**src/rtl/pong_pkg.sv**
```systemverilog
// Shared Pong types and screen/paddle geometry for the ball engine.
package pong_pkg;

   typedef enum logic [1:0] {StIdle, StServeWait, StPlay, StScored} state_e;

   localparam int unsigned X_W         = 8;
   localparam int unsigned Y_W         = 9;
   localparam int unsigned SIZE        = 10;
   localparam int unsigned MIN_X       = 0;
   localparam int unsigned MAX_X       = 239;
   localparam int unsigned MIN_Y       = 30;
   localparam int unsigned MAX_Y       = 290;
   localparam int unsigned START_X     = 115;
   localparam int unsigned START_Y     = 155;
   localparam int unsigned PADDLE_W    = 5;
   localparam int unsigned PADDLE_H    = 41;
   localparam int unsigned SPEED_MAX   = 4;
   localparam int unsigned SERVE_DELAY = 60;

   localparam int unsigned SPEED_W = $clog2(SPEED_MAX + 1);
   localparam int unsigned CNT_W   = $clog2(SERVE_DELAY);

endpackage

```
**src/rtl/paddle_overlap.sv**
```systemverilog
// Vertical overlap test between the ball and one paddle (combinational).
module paddle_overlap
   import pong_pkg::*;
(
   input  logic [X_W-1:0] ball_x_i,
   input  logic [X_W-1:0] paddle_x_i,
   output logic           overlap_o
);

   logic [X_W:0] ball_bot, paddle_bot;

   // One extra bit so the bottom edges never wrap.
   always_comb begin
      ball_bot   = {1'b0, ball_x_i} + (X_W+1)'(SIZE);
      paddle_bot = {1'b0, paddle_x_i} + (X_W+1)'(PADDLE_H);
      overlap_o  = (ball_bot > {1'b0, paddle_x_i}) && ({1'b0, ball_x_i} < paddle_bot);
   end

endmodule

```
**src/rtl/ball_motion_ctrl.sv**
```systemverilog
// Pong ball engine: serve/pause FSM, wall and paddle bounces, speed-up and goal detection.
module ball_motion_ctrl
   import pong_pkg::*;
(
   input  logic           clock,
   input  logic           reset,
   input  logic           tick,
   input  logic           serve,
   input  logic           pause,
   input  logic [X_W-1:0] player_1_x,
   input  logic [X_W-1:0] player_2_x,
   output logic [X_W-1:0] ball_x,
   output logic [Y_W-1:0] ball_y,
   output logic           player_1_scored,
   output logic           player_2_scored,
   output logic           paddle_hit,
   output logic           in_play
);

   localparam logic [X_W:0]       XMinE     = (X_W+1)'(MIN_X);
   localparam logic [X_W:0]       XMaxE     = (X_W+1)'(MAX_X);
   localparam logic [X_W:0]       XSizeE    = (X_W+1)'(SIZE);
   localparam logic [Y_W:0]       YMinE     = (Y_W+1)'(MIN_Y);
   localparam logic [Y_W:0]       YFace1E   = (Y_W+1)'(MIN_Y + PADDLE_W);
   localparam logic [Y_W:0]       YFace2E   = (Y_W+1)'(MAX_Y - SIZE);
   localparam logic [CNT_W-1:0]   CntLast   = CNT_W'(SERVE_DELAY - 1);
   localparam logic [SPEED_W-1:0] SpeedMaxC = SPEED_W'(SPEED_MAX);
   localparam logic [SPEED_W-1:0] SpeedOne  = SPEED_W'(1);

   state_e             state_q, state_d;
   logic [CNT_W-1:0]   cnt_q, cnt_d;
   logic [X_W-1:0]     x_q, x_d;
   logic [Y_W-1:0]     y_q, y_d;
   logic [SPEED_W-1:0] speed_q, speed_d;
   logic               dir_x_q, dir_x_d;  // 1: increasing x
   logic               dir_y_q, dir_y_d;  // 1: increasing y (toward paddle 2)
   logic               p1_scored_q, p1_scored_d;
   logic               p2_scored_q, p2_scored_d;
   logic               hit_q, hit_d;
   logic               in_play_q, in_play_d;

   logic               ov1, ov2, move;
   logic [X_W:0]       x_ext, spd_x, nx;
   logic [Y_W:0]       y_ext, spd_y, ny;
   logic [SPEED_W-1:0] speed_bump;

   paddle_overlap u_overlap_1 (
      .ball_x_i   (x_q),
      .paddle_x_i (player_1_x),
      .overlap_o  (ov1)
   );

   paddle_overlap u_overlap_2 (
      .ball_x_i   (x_q),
      .paddle_x_i (player_2_x),
      .overlap_o  (ov2)
   );

   // Next-state: FSM, serve countdown and one motion step per unpaused tick.
   always_comb begin
      state_d     = state_q;
      cnt_d       = cnt_q;
      x_d         = x_q;
      y_d         = y_q;
      speed_d     = speed_q;
      dir_x_d     = dir_x_q;
      dir_y_d     = dir_y_q;
      p1_scored_d = 1'b0;
      p2_scored_d = 1'b0;
      hit_d       = 1'b0;
      move        = tick && !pause;

      x_ext      = {1'b0, x_q};
      y_ext      = {1'b0, y_q};
      spd_x      = (X_W+1)'(speed_q);
      spd_y      = (Y_W+1)'(speed_q);
      speed_bump = (speed_q < SpeedMaxC) ? speed_q + SpeedOne : speed_q;
      // Decrements saturate at zero so the wall/goal compares never see a wrapped value.
      nx = dir_x_q ? x_ext + spd_x : ((x_ext > spd_x) ? x_ext - spd_x : '0);
      ny = dir_y_q ? y_ext + spd_y : ((y_ext > spd_y) ? y_ext - spd_y : '0);

      unique case (state_q)
         StIdle: begin
            cnt_d = '0;
            if (serve) state_d = StServeWait;
         end
         StServeWait: begin
            if (move) begin
               if (cnt_q == CntLast) begin
                  state_d = StPlay;
                  cnt_d   = '0;
               end else begin
                  cnt_d = cnt_q + 1'b1;
               end
            end
         end
         StPlay: begin
            if (move) begin
               if (nx <= XMinE) begin
                  x_d     = X_W'(MIN_X);
                  dir_x_d = 1'b1;
               end else if (nx + XSizeE >= XMaxE) begin
                  x_d     = X_W'(MAX_X - SIZE);
                  dir_x_d = 1'b0;
               end else begin
                  x_d = nx[X_W-1:0];
               end

               if (!dir_y_q && ny <= YFace1E) begin
                  if (ov1) begin
                     y_d     = Y_W'(MIN_Y + PADDLE_W);
                     dir_y_d = 1'b1;
                     speed_d = speed_bump;
                     hit_d   = 1'b1;
                  end else if (ny <= YMinE) begin
                     p2_scored_d = 1'b1;
                  end else begin
                     // Missed the paddle but not yet in the goal: keep travelling.
                     y_d = ny[Y_W-1:0];
                  end
               end else if (dir_y_q && ny >= YFace2E) begin
                  if (ov2) begin
                     y_d     = Y_W'(MAX_Y - SIZE);
                     dir_y_d = 1'b0;
                     speed_d = speed_bump;
                     hit_d   = 1'b1;
                  end else begin
                     p1_scored_d = 1'b1;
                  end
               end else begin
                  y_d = ny[Y_W-1:0];
               end

               if (p1_scored_d || p2_scored_d) begin
                  state_d = StScored;
                  x_d     = X_W'(START_X);
                  y_d     = Y_W'(START_Y);
                  speed_d = SpeedOne;
                  // Next serve heads toward the player who conceded.
                  dir_y_d = p1_scored_d;
               end
            end
         end
         StScored: begin
            state_d = StServeWait;
            cnt_d   = '0;
         end
      endcase

      in_play_d = (state_d == StPlay);
   end

   // State and registered outputs.
   always_ff @(posedge clock or negedge reset) begin
      if (!reset) begin
         state_q     <= StIdle;
         cnt_q       <= '0;
         x_q         <= X_W'(START_X);
         y_q         <= Y_W'(START_Y);
         speed_q     <= SpeedOne;
         dir_x_q     <= 1'b1;
         dir_y_q     <= 1'b1;
         p1_scored_q <= 1'b0;
         p2_scored_q <= 1'b0;
         hit_q       <= 1'b0;
         in_play_q   <= 1'b0;
      end else begin
         state_q     <= state_d;
         cnt_q       <= cnt_d;
         x_q         <= x_d;
         y_q         <= y_d;
         speed_q     <= speed_d;
         dir_x_q     <= dir_x_d;
         dir_y_q     <= dir_y_d;
         p1_scored_q <= p1_scored_d;
         p2_scored_q <= p2_scored_d;
         hit_q       <= hit_d;
         in_play_q   <= in_play_d;
      end
   end

   assign ball_x          = x_q;
   assign ball_y          = y_q;
   assign player_1_scored = p1_scored_q;
   assign player_2_scored = p2_scored_q;
   assign paddle_hit      = hit_q;
   assign in_play         = in_play_q;

endmodule
```
**config.mk**
```make
export PLATFORM = sky130hd
export DESIGN_NAME = ball_motion_ctrl
export DESIGN_NICKNAME = d
export VERILOG_FILES = /design/src/rtl/pong_pkg.sv /design/src/rtl/paddle_overlap.sv /design/src/rtl/ball_motion_ctrl.sv
export SDC_FILE = /design/constraint.sdc
export NUM_CORES = 1
export LEC_CHECK = 0
export BUFFER_PORTS_ARGS = -buffer_cell sky130_fd_sc_hd__clkbuf_2
export CAP_MARGIN = 20
export CORE_ASPECT_RATIO = 1.5
export CORE_MARGIN = 2
export CORE_UTILIZATION = 60
export DETAILED_ROUTE_END_ITERATION = 12
export GPL_TIMING_DRIVEN = 0
export PLACE_DENSITY = 0.9
export RECOVER_POWER = 25
export SETUP_SLACK_MARGIN = 0.1
export SLEW_MARGIN = 20
export SYNTH_ARGS = -nofsm -noshare
export SYNTH_HDL_FRONTEND = slang
export SYNTH_SLANG_ARGS = --single-unit
```
**constraint.sdc**
```tcl
create_clock -name clock -period 10.55 [get_ports clock]
set_input_delay 1.055 -clock clock [delete_from_list [all_inputs] [get_ports clock]]
set_output_delay 1.055 -clock clock [all_outputs]
set_load 0.05 [all_outputs]
```
After elaboration in Yosys (flattened, before gate mapping)
Index checks and enable logic that the tools add are counted. W data, S select, Z words.

Flip-flop bits (word level): 34. Logic and storage cells: 116.

$add $sub $neg: 10. $lt $le $gt $ge: 12. Equal/unequal tests: 9. Multiplexer cells: 55. Reduce and logical (&&, ||, !) cells: 19.

Operator list (number): $mux W9 (8); $mux W1 (27); $mux W8 (3); $mux W10 (2); $add A8 B6 Y9 const B (2); $gt A9 B8 Y1 (2); $lt A8 B9 Y1 (2); $mux W3 (6); $mux W6 (2); $pmux W6 S2 (1); $add A9 B3 Y10 (1); $ge A10 B9 Y1 const B (1); $le A10 B5 Y1 const B (1); $le A10 B6 Y1 const B (1); $mux W2 (5); $sub A9 B3 Y10 (1); $add A8 B3 Y9 (1); $add A8 B4 Y9 const B (1); $add A9 B4 Y9 const B (1); $ge A9 B8 Y1 const B (1); $gt A9 B3 Y1 (1); $le A9 B1 Y1 const B (1); $sub A8 B3 Y9 (1); $gt A8 B3 Y1 (1); 21 further kinds (32).

Logic depth before layout (Yosys ltp)
Depth after elaboration: 14. Mapped depth: 15.

Hierarchy
Synthesis repeated with hierarchy kept, for this count alone.

Cells, all modules: 535. Area total of the unflattened synthesis: 4366.7 um^2.

Modules (own cells, without submodules): ball_motion_ctrl (instances 1, cells each 385, area an instance 3183.1 um^2, sequential area each 867.1 um^2); paddle_overlap (instances 2, cells each 75, area an instance 591.8 um^2, sequential area each 0.0 um^2).

Worst setup path before layout
No wires, ideal clock.

Path type: reg-to-reg. From: register x_q[2] (netlist: ball_x[2]). To: register x_q[3] (netlist: ball_x[3]). Library setup time: 0.122 ns. Data arrival time: 3.705 ns. Required time: 10.428 ns. Setup slack: 6.724 ns. Cell stages (with the launch flop): 14. Buffers on the path: 1. Period minus slack after synthesis: 3.826 ns. Cells stage by stage: dfrtp_1 ha_1 buf_2 and4b_1 a21o_1 and2_1 a21boi_0 ha_1 o31ai_2 nand3b_1 a2111oi_0 nor3_1 or2_1 a32o_1.

Longest elaborated chain between the ends: 10. Elaborated cells between the ends (all ways): 28. Those cells by class: add/sub (4); order compare (7); mux (14); reduce/logical (3).

Ends and longest elaborated chain: start, declared (line ball_motion_ctrl.sv:32) `logic [X_W-1:0] x_q, x_d;`; start signal, assigned (line ball_motion_ctrl.sv:158) `x_q <= X_W'(START_X);`; branches (longest 9 deep; another with $sub A8 B3 Y9); $mux W8 (*) (line ball_motion_ctrl.sv:134) `if (p1_scored_d || p2_scored_d) begin`.

Mark *: on every way between the ends. The select of a mux whose other input is x is not followed. A chain may end at the register's enable or synchronous reset.

Worst setup path after layout
From: register x_q[0] (netlist: ball_x[0]). To: register x_q[3] (netlist: ball_x[3]).

Same word-level chain as after synthesis.

==> qor.txt <==
Ys Warns = 0
number of post-CTS setup repair buffers = 0
Layout Nets = 640
Cell Rows = 37
mapped cell area = 4300 um^2
number of distinct library cells after synthesis = 82
R2R setup slack = 6240 ps
Final Core Density = 68.0%
global-route usage over all layers = 30.5%
antenna cell count = 0
reg2reg start = ball_x[0]$_DFFE_PN1P_
# clock sinks = 34
vias per cell = 6.73
pre-CTS setup slack = 6350 ps
Max-Cap Viols = 1
Detail Route Antenna Nets = 0
Initial Utilization = 62.3%
Placer Congestion = 0.967
Post-synth EDFFs = 0
number of remaining DRC errors = 0
CP max stage delay = 490 ps
Yosys reg bits = 34
VDD IR max = 118 uV
crit path cell chain = inv_1 -> ha_1 -> inv_1 -> fa_1 -> a21oi_1 -> xnor2_1 -> a21boi_0 -> ha_1 -> o31ai_2 -> nand3b_1 -> a2111oi_0 -> nor3_1 -> or2_1 -> a32o_1
FF-to-FF path depth = 14
Critical Path Source = ball_x[0]$_DFFE_PN1P_
global-route wire length before repair = 19.2 mm
area fraction of the dominant cell type after synthesis = 16.0%
initial DRC count = 359
CTS resizes = 0
Tcrit/Tclk final = 40.9%
HPWL Detailed = 9.07 mm
Die W = 73.1 um
Req. time, crit path = 10730 ps
minimum clock period after layout = 4310 ps
RSZ-0062 raised after global routing = no
Critical Path Source Type = flip-flop
critical-path maximum fanout = 6
Post-CTS Hold Buffers = 0
share of cells above drive strength 1 = 18.0%
WS Path Type = flip-flop to flip-flop
final instance area = 4690 um^2
worst slew pin tran = 1760 ps
asr flop ratio synth = 100%
htree depth = 2
TritonCTS clock tree = built
final setup fails = 0
pin count of the biggest net entering global routing = 35
Critical Path Sink = ball_x[3]$_DFFE_PN0P_
WL per Instance = 17.9 um
initial antenna violation count = 0
CTS Buffer Depth = 2
Syn Inst Count = 512
CP arrival = 4490 ps
CTS Root Cell = clkbuf_8
Slowest-stage cell, CP = a21boi_0
Slew Viols, Final = 35
TNS Setup = 0 ps
failing checks = capacitance limit, slew limit
outcome = finished, violations left
post-place instance area = 4600 um^2
die area = 7870 um^2
final worst slack = 6240 ps
Pleak = 2.14 nW
Core ar. = 6900 um^2
Main synth FF type = dfrtp_1
Die Height = 108 um
vias = 4302
PortBufs = 41
Synth area leaders = ha_1, dfrtp_1, dfstp_2
part of the Yosys area used for sequential elements = 20.2%
drt total wl = 11.4 mm
cell taking the most area after synthesis = ha_1
Remaining Overflow, GRT = 0
num ports = 42
CTS buffer count = 5
first-pass iteration count of the detailed router = 5
pwr dens = 73.9 nW/um^2
Max Clock Freq = 232 MHz
Clk Latency, worst-skew pair = 290 ps
CP endpoint kind = flip-flop
vias in the first global route = 4311
mean post-synth cell area = 8.40 um^2
Hold Crit Class = flip-flop to flip-flop
Setup Skew = 5.34 ps
reg2reg end = ball_x[3]$_DFFE_PN0P_
Slew headroom = -17.6%
Clock transition at path regs = 70 ps
Syn Nets = 592
final hold violations = 0
Syn-to-layout area delta = 9.14%
-- where the power goes --
part           leakage (nW)  switching [mW]  internal, mW
combinational          1.67          0.0534        0.0404
clock                0.0482          0.0462        0.0526
sequential            0.421          0.0139         0.140
-- registers in the layout (all words and copies together) (netlist names), 2 cells and up --
name / cells
speed_q: 3
ball_y: 9
cnt_q: 6
state_q: 2
ball_x: 8
-- layer usage --
metal	part of all wire (%)	wire, um	global-route usage (%)
met5	0	0	0
met3	4.4	499	3.46
met2	52	5970	54.8
met1	38	4370	33.6
met4	5.3	602	17.5
-- logic make-up (layout without fill, tap and decap cells) --
kind of cell               after synthesis  in the layout  share of synthesized area, %
and+or+nand+nor                        154            154                          20.2
xor gates and xnor gates                23             23                          4.69
muxes                                    6              6                          1.43
adders and majority gates               59             59                          17.9
AOI/OAI and AO/OA                      173            173                          29.6
buffers and inverters                   63            112                          6.05
DFF                                     34             34                          20.2
-- worst min-delay path by stage --
stage / start / end / cells after the start
final: ball_y[0]$_DFFE_PN1P_ / ball_y[0]$_DFFE_PN1P_ / 2
after global routing: ball_y[0]$_DFFE_PN1P_ / ball_y[0]$_DFFE_PN1P_ / 2
after detailed placement: ball_y[0]$_DFFE_PN1P_ / ball_y[0]$_DFFE_PN1P_ / 2
after CTS: ball_y[0]$_DFFE_PN1P_ / ball_y[0]$_DFFE_PN1P_ / 2
after floorplan: cnt_q[5]$_DFFE_PN0P_ / cnt_q[5]$_DFFE_PN0P_ / 1
after global placement: ball_y[0]$_DFFE_PN1P_ / ball_y[0]$_DFFE_PN1P_ / 2
-- synth_stat cells, types with 3 or more instances --
cell       count
ha_1          55
inv_1         41
nand2_1       35
a21oi_1       32
o21ai_0       29
nor2_1        24
dfrtp_1       21
xnor2_1       17
nor2b_1       14
dfstp_2       13
nand3_1       12
nor3_1        12
a211oi_1      11
o21a_1        11
a31oi_1       10
clkbuf_1      10
nand2b_1       9
buf_2          7
o2111ai_1      7
o211ai_1       7
xor2_1         6
a22o_1         5
and2_1         5
mux2i_1        5
nand4b_1       5
o22ai_1        5
or2_2          5
a211oi_2       4
a21o_1         4
a22oi_1        4
a32o_1         4
fa_1           4
nand3b_1       4
nand4_1        4
a211o_1        3
a32oi_1        3
and3_1         3
o31ai_1        3
or2_1          3
-- worst max-delay path: cells and delay by family, from the launching register on --
kind / cells / cell delay, ps
AND/OR/NAND/NOR: 3 / 620
adder cells (fa/ha/maj): 3 / 980
buffers and inverters: 2 / 300
AO/OA/AOI/OAI: 5 / 1680
XOR/XNOR: 1 / 230
flip-flops: 1 / 390
-- placed cells by master, fill, tap and decap left out, types with 14 or more instances in the layout --
cell / netlist / final
dfrtp_1: 21 / 21
inv_1: 41 / 41
xnor2_1: 17 / 17
nand2_1: 35 / 35
o21ai_0: 29 / 29
nor2_1: 24 / 24
ha_1: 55 / 55
nor2b_1: 14 / 14
a21oi_1: 32 / 32
clkbuf_2: 0 / 40
-- layout make-up --
cell class	count	area (um^2)
buffer	20	98.8
tap	78	97.6
clock buffer	7	86.3
sequential	34	867
timing repair buffer	41	204
inverter	43	161
clock inverter	1	5.00
fill	568	2210
multi-input combinational	415	3170
-- metrics by stage --
| stage | hold slack (ps) | cells | power [mW] |
|---|---|---|---|
| 4_1_cts | 562 | 639 | 0.348 |
| 3_3_place_gp | 537 | 631 | 0.241 |
| 3_5_place_dp | 553 | 631 | 0.249 |
| 5_1_grt | 576 | 639 | 0.371 |
| 2_1_floorplan | 533 | 512 | 0.222 |
| 6_report | 558 | 639 | 0.347 |
Power figures use the tool's default switching activity.
